File: src/rtl/par2serial_phy_tx.sv
`default_nettype none
// ============================================================================
// Module   : par2serial_phy_tx
// Brief    : Byte-to-serial transmitter with a one-entry holding register.
//            Sends IDLE_BYTE frames when no byte is waiting at a frame edge.
// Revision : 1.0 - initial release
// ============================================================================
module par2serial_phy_tx #(
    parameter int unsigned          WIDTH     = 8,
    parameter logic [WIDTH-1:0]     IDLE_BYTE = 8'hBC,
    parameter int unsigned          CNT_W     = 3
) (
    input  logic             clk_32f,
    input  logic             reset_L,
    input  logic [WIDTH-1:0] data_in,
    input  logic             valid_in,
    output logic             ready_out,
    output logic             data_out,
    output logic             frame_start,
    output logic             sending_data,
    output logic [7:0]       bytes_sent
);

    localparam logic [CNT_W-1:0] c_cnt_last = CNT_W'(WIDTH - 1);

    logic [CNT_W-1:0] r_cnt;
    logic [WIDTH-1:0] r_sh;
    logic [WIDTH-1:0] r_hold;
    logic             r_hold_full;
    logic             r_df;
    logic [7:0]       r_bytes_sent;

    logic             w_wrap;
    logic             w_accept;

    assign w_wrap   = (r_cnt == c_cnt_last);
    // The holding slot frees up on the wrap edge, so it may refill on that same edge.
    assign ready_out = !r_hold_full || w_wrap;
    assign w_accept  = valid_in && ready_out;

    assign data_out     = r_sh[WIDTH-1];
    assign frame_start  = (r_cnt == '0);
    assign sending_data = r_df;
    assign bytes_sent   = r_bytes_sent;

    always_ff @(posedge clk_32f or negedge reset_L) begin
        if (!reset_L) begin
            r_cnt        <= '0;
            r_sh         <= IDLE_BYTE;
            r_df         <= 1'b0;
            r_bytes_sent <= 8'd0;
        end else if (w_wrap) begin
            r_cnt <= '0;
            if (r_hold_full) begin
                r_sh         <= r_hold;
                r_df         <= 1'b1;
                r_bytes_sent <= r_bytes_sent + 8'd1;
            end else begin
                r_sh <= IDLE_BYTE;
                r_df <= 1'b0;
            end
        end else begin
            r_cnt <= r_cnt + CNT_W'(1);
            r_sh  <= {r_sh[WIDTH-2:0], 1'b0};
        end
    end

    // A byte arriving on the wrap edge always lands in hold; it never bypasses into the shifter.
    always_ff @(posedge clk_32f or negedge reset_L) begin
        if (!reset_L) begin
            r_hold      <= '0;
            r_hold_full <= 1'b0;
        end else if (w_accept) begin
            r_hold      <= data_in;
            r_hold_full <= 1'b1;
        end else if (w_wrap) begin
            r_hold_full <= 1'b0;
        end
    end

endmodule
`default_nettype wire

File: config.mk
export PLATFORM = sky130hd
export DESIGN_NAME = par2serial_phy_tx
export DESIGN_NICKNAME = d
export VERILOG_FILES = /design/src/rtl/par2serial_phy_tx.sv
export SDC_FILE = /design/constraint.sdc
export NUM_CORES = 1
export LEC_CHECK = 0
export ABC_CLOCK_PERIOD_IN_PS = 2200
export BUFFER_PORTS_ARGS = -buffer_cell sky130_fd_sc_hd__buf_2
export CAP_MARGIN = 5
export CORE_UTILIZATION = 47
export DETAILED_ROUTE_END_ITERATION = 10
export PLACE_DENSITY_LB_ADDON = 0.12
export SKIP_CTS_REPAIR_TIMING = 1
export SLEW_MARGIN = 40
export SYNTH_ARGS = -nofsm -noshare
export SYNTH_HDL_FRONTEND = slang
export SYNTH_SLANG_ARGS = --single-unit
File: constraint.sdc
create_clock -name clk_32f -period 2.2 [get_ports clk_32f]
set_clock_uncertainty 0.1 [all_clocks]
set_input_delay 0.22 -clock clk_32f [delete_from_list [all_inputs] [get_ports clk_32f]]
set_output_delay 0.22 -clock clk_32f [all_outputs]
set_load 0.005 [all_outputs]
Word-level counts from Yosys, hierarchy flattened:

Index checks and enable logic that the tools add are counted.

* bits of input ports: 11
* output and inout bits: 12
* logic and storage cells: 21
* flip-flop bits (word level): 29

* mux-type cells: 6
* equal/unequal tests: 1
* add/subtract/negate cells: 2
* reductions and logical operators: 6

Operators with widths (number)
* two-way mux 8 bit: 2
* adder 8 x 1 -> 8 bit, second input constant: 1
* adder 3 x 1 -> 3 bit, second input constant: 1
* == test 3 bit, second input constant: 1
* logical NOT 3 bit: 1
* two-way mux 1 bit: 3
* two-way mux 3 bit: 1
* AND reduction 2 bit: 1
* nonzero test 2 bit: 1
* logical AND 1 bit: 1
* logical NOT 1 bit: 1
* logical OR 1 bit: 1

Depth between registers and ports, before layout:

Gate-level depths: netlist of run 1.

* word-level depth: 4
* gate-level depth with buffers: 6
* depth with buffers taken out: 5

Worst setup path after synthesis of run 1:

OpenSTA, ideal clock, no wires.

* path kind: register to register
* from: register r_cnt[0]
* to: register r_hold[2]
* clock period less this slack: 1.667 ns
* arrival: 1.443 ns
* setup time: 0.125 ns
* required time: 1.975 ns
* slack: 0.533 ns
* buffers on the path: 0
* cell stages (with the launch flop): 6
* path through: dfrtp_1 ha_1 ha_1 nand2b_2 nand2_2 mux2_2

* longest elaborated chain between the ends: 3

Ends and longest elaborated chain
* start: declaration: line 26 `logic [CNT_W-1:0] r_cnt;`
* start signal: assignment: line 63 `r_cnt <= r_cnt + CNT_W'(1);`
* == test 3 bit: line 36 `assign w_wrap = (r_cnt == c_cnt_last);`
* logical OR 1 bit: line 38 `assign ready_out = !r_hold_full || w_wrap;`
* net ready_out: line 17 `output logic ready_out,`
* logical AND 1 bit: line 39 `assign w_accept = valid_in && ready_out;`
* end signal: assignment: line 74 `r_hold <= data_in;`
* end: declaration: line 28 `logic [WIDTH-1:0] r_hold;`

The timed path passes the listed nets, and every way through them passes these cells.
A chain may end at the register's enable or synchronous reset.

Worst setup path after layout of run 1:

* from: register r_cnt[0]
* to: output ready_out

* longest elaborated chain between the ends: 2

Ends and longest elaborated chain (line)
* == test 3 bit: 36
* logical OR 1 bit: 38
* end: declaration: 17

No other way between the ends.

==> metrics.yaml, run 1 <==
outcome:
  status: "finished, final reports clean"
yosys:
  synthTopCellsByCount: "24 x dfrtp_1, 7 x xnor2_1, 5 x dfstp_2, 5 x mux2_1, 5 x o22a_1"
  synth_area_leader_cell: "dfrtp_1"
  yosysSeqAreaShare_pct: 64.5
  synth_top_area_share_pct: 52.9
  syn_avg_cell_area_um2: 14.5
  synthCells: 78
  syn_area_um2: 1130
  synth.distinct_cells: 22
  yosys-top-cells-area: "dfrtp_1 53%, dfstp_2 12%, xnor2_1 5.4%"
  ys.warnings.count: 0
  async_reset_ff_share_pct: 100
  synth_nets: 93
  synth_edf_count: 0
  ys.flop_type: "dfrtp_1"
  ys_seq_elements: 29
  yosysMostFrequentCell: "dfrtp_1"
drt:
  viasPerCell: 5.09
  wl_per_cell_um: 13.8
  vias: 708
  antenna_left: 0
  finalWirelength_um: 1920
  dr.first_iter.drc_count: 8
  first_pass_iters: 4
  drc: 0
placed_design:
  place.gp.congestion: 0.675
  port_buffers: 22
  dp_hpwl_um: 1290
  place_ws_ps: 438
pwr:
  peakVddDrop_mv: 0.501
  p_per_area_nw_per_um2: 722
  cellLeakagePower_nw: 0.641
  total_power_mw: 0.986
timing:
  finalCritPeriodShare_pct: 81.0
  slew_violations: 0
  fmax_ghz: 0.561
  relSlewSlack_pct: 58.2
  hold_viol_final: 0
  tightest_slew_ps: 628
  fin_ws_ps: 417
  fin_tns_setup_ps: 0
  setup_viol: 0
  rsz0062_at_grt: "no"
  finalCriticalPeriod_ps: 1780
critical_path:
  startpoint_type: "flop"
  slowest_stage: "dfrtp_1"
  cpPeakStageDelay_ps: 420
  r2r_slack_ps: 430
  cp-end-kind: "output port"
  reg2reg_to: "r_hold[5]"
  arrival_ps: 1460
  cp_top_family: "flip-flops"
  worstReg2RegStart: "r_cnt[0]"
  path_cells: "ha_1, ha_1, nand2b_2, buf_2"
  path_buf_inv: 1
  worstPathMaxFanout: 3
  r2r_cells: 5
  crit_top_cell: "ha_1"
  critPathRequiredTime_ps: 1880
  worstSetupStartpoint: "r_cnt[0]"
  crit_type: "reg -> out"
clock_tree:
  cts_htree_levels: 2
  cts-root-buf: "clkbuf_4"
  numCtsBuffers: 5
  clock_latency_ps: 330
  clkTransAtPathRegs_ps: 90
  cts_tree: "yes"
  clock_sinks: 29
  clock_path_buffers: 2
global_routing:
  grt_busiest_layer: "met2"
  grt_overflow: 0
  gr-usage-met3_pct: 9.23
  grt_use_total_pct: 18.7
  grt_max_degree: 30
  grt_pass1_wl_um: 3260
  grt_antenna_before_repair: 0
  grt_pass1_vias: 689
  met2_usage_pct: 26.8
  use_met1_pct: 22.4
floorplanning:
  core.rowCount: 17
  core_area_um2: 2250
  die_y_um: 51.1
  initial_core_util_pct: 50.3
  die_area_um2: 2620
  ios: 23
  die_width_um: 51.1
min_path:
  hp-start: "data_in[6]"
  min_path_type: "in -> reg"
  hold_depth: 2
  hold_end: "r_hold[6]"
finish:
  antenna_cells: 0
  syn2layout_area_growth_pct: 20.4
  drive_gt1_share_pct: 37.8
  fin_nets: 125
job:
  drv_cap: 0
[cell type report]
class | count | area (um^2)
fill | 206 | 888
clock inverter | 2 | 10.0
timing repair buffer | 27 | 158
tap | 28 | 35.0
inverter | 3 | 11.3
sequential | 29 | 732
clock buffer | 6 | 41.3
multi-input combinational | 44 | 379
[registers in the layout (all words and copies together) (netlist names)]
signal / count
sending_data: 1
r_hold_full: 1
bytes_sent: 8
r_cnt: 3
r_hold: 8
r_sh: 8
[where the power goes]
| part | internal [mW] | switching, mW |
|---|---|---|
| registers | 0.587 | 0.0210 |
| clock network | 0.121 | 0.179 |
| logic | 0.0466 | 0.0307 |
| total | 0.755 | 0.231 |
[metrics by stage]
| stage | cell area (um^2) | utilization, % | std cells | hold WS [ps] |
|---|---|---|---|---|
| after floorplan | 1130 | - | 78 | -176 |
| after global placement | 1270 | 56.5 | 127 | 169 |
| after detailed placement | 1270 | 56.5 | 127 | 168 |
| after CTS | 1330 | 58.8 | 135 | -193 |
| after global routing | 1370 | 60.6 | 139 | 3.40 |
| final | 1370 | 60.6 | 139 | 5.43 |
[logic make-up (layout without fill, tap and decap cells)]
logic type,Yosys count,after routing,synth area share [%]
XOR/XNOR,7,7,5.40
AND/OR/NAND/NOR,16,16,8.60
AO/OA/AOI/OAI,8,8,6.06
flip-flops,29,29,64.5
buffers and inverters,5,38,2.09
adder cells (fa/ha/maj),4,4,4.41
multiplexers,9,9,8.93
[per-layer routing]
layer	routed length (um)	up-vias	part of all wire (%)
met5	0	-	0
met4	46	0	2.4
met3	141	6	7.3
met2	860	26	45
met1	875	340	45
li1	-	336	-
[worst reg2reg max path, delay by kind of cell (launching register included)]
kind          cells  cell delay [ps]
fa+ha+maj         2              390
flops             1              420
mux               1              370
simple gates      2              390
[worst max path at each step]
stage | end | slack, ps | cells after the start
after floorplan | r_hold[2] | 530 | 5
after global placement | r_hold[5] | 500 | 5
after detailed placement | r_hold[5] | 440 | 5
after CTS | ready_out | 420 | 4
after global routing | r_hold[5] | 350 | 5
final | ready_out | 420 | 4
[cell usage in the layout (no fill, tap or decap), drive strengths merged]
cell / n
and4: 1
dfstp: 5
clkbuf: 6
xnor2: 7
and3: 2
inv: 3
mux2: 9
nand2: 4
dlygate4sd3: 4
nand2b: 2
dfrtp: 24
nand4: 4
nor2b: 1
o22a: 5
buf: 23
a22o: 2
clkinv: 2
nor2: 1
and2: 1
ha: 4
a21o: 1
No activity file was read; power rests on OpenSTA's default activity.
==> inputs of run 2 (changes only) <==
Settings changed: ABC_CLOCK_PERIOD_IN_PS 2200 to 1700.
Clock period 2.2 ns to 1.7 ns, I/O delays scaled along.
==> run 2 against run 1 <==
Net effect:
- the flow now finishes with violations (negative setup slack)
- power rose by 51%
- via count increased by 3.7%
- worst setup slack worse by 430 ps
- sequential power increased by 29%
- cell count increased by 7.2%
- global-route usage fell by 1.5 points
- clock power up 94%
- combinational power grew 49%
- cell area rose by 11%
- critical endpoint unchanged
- largest power group unchanged
- highest routed layer unchanged
==> metrics.yaml, run 2 (same netlist as run 1, synthesis figures left out) <==
outcome:
  status: "finished, violations left"
  violations: "negative setup slack"
finish:
  design_area_um2: 1520  # +11%
  fin_nets: 135  # +8.0%
  stdcell_count: 149  # +7.2%
  layout_commonest_cell: "dfrtp_1"
  drive_gt1_share_pct: 40.5  # +2.7 points
  final_cell_mix: "24 x dfrtp_1, 21 x buf_2, 10 x dlygate4sd3_1, 7 x xnor2_1"
  fin_util_pct: 67.5  # +6.9 points
  antenna_cells: 0  # unchanged
  syn2layout_area_growth_pct: 34.1
drt:
  viasPerCell: 4.93  # -3.3%
  finalWirelength_um: 1910  # -0.52%
  drc: 0  # unchanged
  wl_per_cell_um: 12.8  # -7.2%
  antenna_left: 0  # unchanged
  dr.first_iter.drc_count: 7  # -1
  vias: 734  # +3.7%
  first_pass_iters: 4  # unchanged
floorplanning:
  core.rowCount: 17  # unchanged
  die_width_um: 51.1  # unchanged
  ios: 23  # unchanged
  initial_core_util_pct: 50.3  # unchanged
  die_area_um2: 2620  # unchanged
  core_area_um2: 2250  # unchanged
  die_y_um: 51.1  # unchanged
timing:
  fmax_ghz: 0.582
  relSlewSlack_pct: 59.6  # +1.5 points
  finalCritPeriodShare_pct: 101
  slew_violations: 0  # unchanged
  fin_ws_ps: -17.3  # -434 ps
  holdWs_ps: 283  # +277 ps
  rsz0062_at_grt: "yes"
  hold_viol_final: 0  # unchanged
  finalCriticalPeriod_ps: 1720
  setup_viol: 1  # +1
  tightest_slew_ps: 606  # -21.9 ps
critical_path:
  cp_top_family: "flip-flops"
  path_buf_inv: 2  # +1
  path_cells: "ha_2, ha_4, nand2b_4, buf_6, buf_6"
  startpoint_type: "flop"
  crit_top_cell: "buf_6"
  worstReg2RegStart: "r_cnt[1]"
  critPathRequiredTime_ps: 1430  # -450 ps
  cp-end-kind: "output port"
  worstPathMaxFanout: 2  # -1
  slowest_stage: "dfrtp_1"
  worstSetupStartpoint: "r_cnt[1]"
  cpPeakStageDelay_ps: 400  # -20 ps
  arrival_ps: 1450  # about the same
  crit_type: "reg -> out"
placed_design:
  port_buffers: 22  # unchanged
  place.gp.congestion: 0.655  # -3.0%
  dp_hpwl_um: 1310  # +1.4%
  placed_area_um2: 1300  # +1.8%
  dp_cells: 130  # +2.4%
clock_tree:
  cts-root-buf: "clkbuf_4"
  cts_htree_levels: 2  # unchanged
  numCtsBuffers: 5  # unchanged
  cts_tree: "yes"
  clkTransAtPathRegs_ps: 90  # about the same
  clock_path_buffers: 2  # unchanged
  clock_latency_ps: 320  # about the same
  clock_sinks: 29  # unchanged
pwr:
  cellLeakagePower_nw: 0.699  # +9.1%
  total_power_mw: 1.48  # +51%
  peakVddDrop_mv: 0.812  # +62%
  p_per_area_nw_per_um2: 976  # +35%
global_routing:
  grt_max_degree: 30  # unchanged
  grt_pass1_wl_um: 3020  # -7.4%
  grt_antenna_before_repair: 0  # unchanged
  grt_overflow: 0  # unchanged
  grt_use_total_pct: 17.2  # -1.5 points
  grt_pass1_vias: 686  # -0.44%
min_path:
  min_path_type: "in -> async"
job:
  drv_cap: 0  # unchanged
[run 2: power breakdown]
group | internal, mW | switching (mW) | leakage, nW | total [mW]
clock | 0.351 | 0.231 | 0.0455 | 0.583
combinational | 0.0732 | 0.0415 | 0.312 | 0.115
sequential | 0.760 | 0.0274 | 0.342 | 0.787
[run 2: final timing paths]
check                                end  depth (start not counted)  slack (ps)
setup reg to reg           bytes_sent[1]                          5          30
hold reg to reg                  r_sh[1]                          1         390
hold / removal             bytes_sent[2]                          2         280
max in group asynchronous  bytes_sent[1]                          2         820
setup / recovery               ready_out                          5         -20
min in group clk_32f             r_sh[1]                          1         390
[run 2: layout make-up]
| type | count | area [um^2] |
|---|---|---|
| Clock buffer | 7 | 55.1 |
| Clock inverter | 1 | 30.0 |
| Fill cell | 193 | 733 |
| Inverter | 3 | 11.3 |
| Multi-Input combinational cell | 44 | 400 |
| Sequential cell | 29 | 732 |
| Tap cell | 28 | 35.0 |
| Timing Repair Buffer | 37 | 258 |
[run 2: routing by layer]
layer	GRT usage, %	vias up	wire length, um
met4	8.33	0	16
li1	-	356	-
met3	8.63	2	123
met1	21.0	355	876
met5	0	-	0
met2	25.0	21	898
[run 2: metrics by stage]
stage | TNS, ps | setup WS [ps]
2_1_floorplan | 0 | 32.7
4_1_cts | -396 | -136
3_5_place_dp | -153 | -27.4
3_3_place_gp | 0 | 27.6
6_report | -17.3 | -17.3
5_1_grt | -214 | -68.1
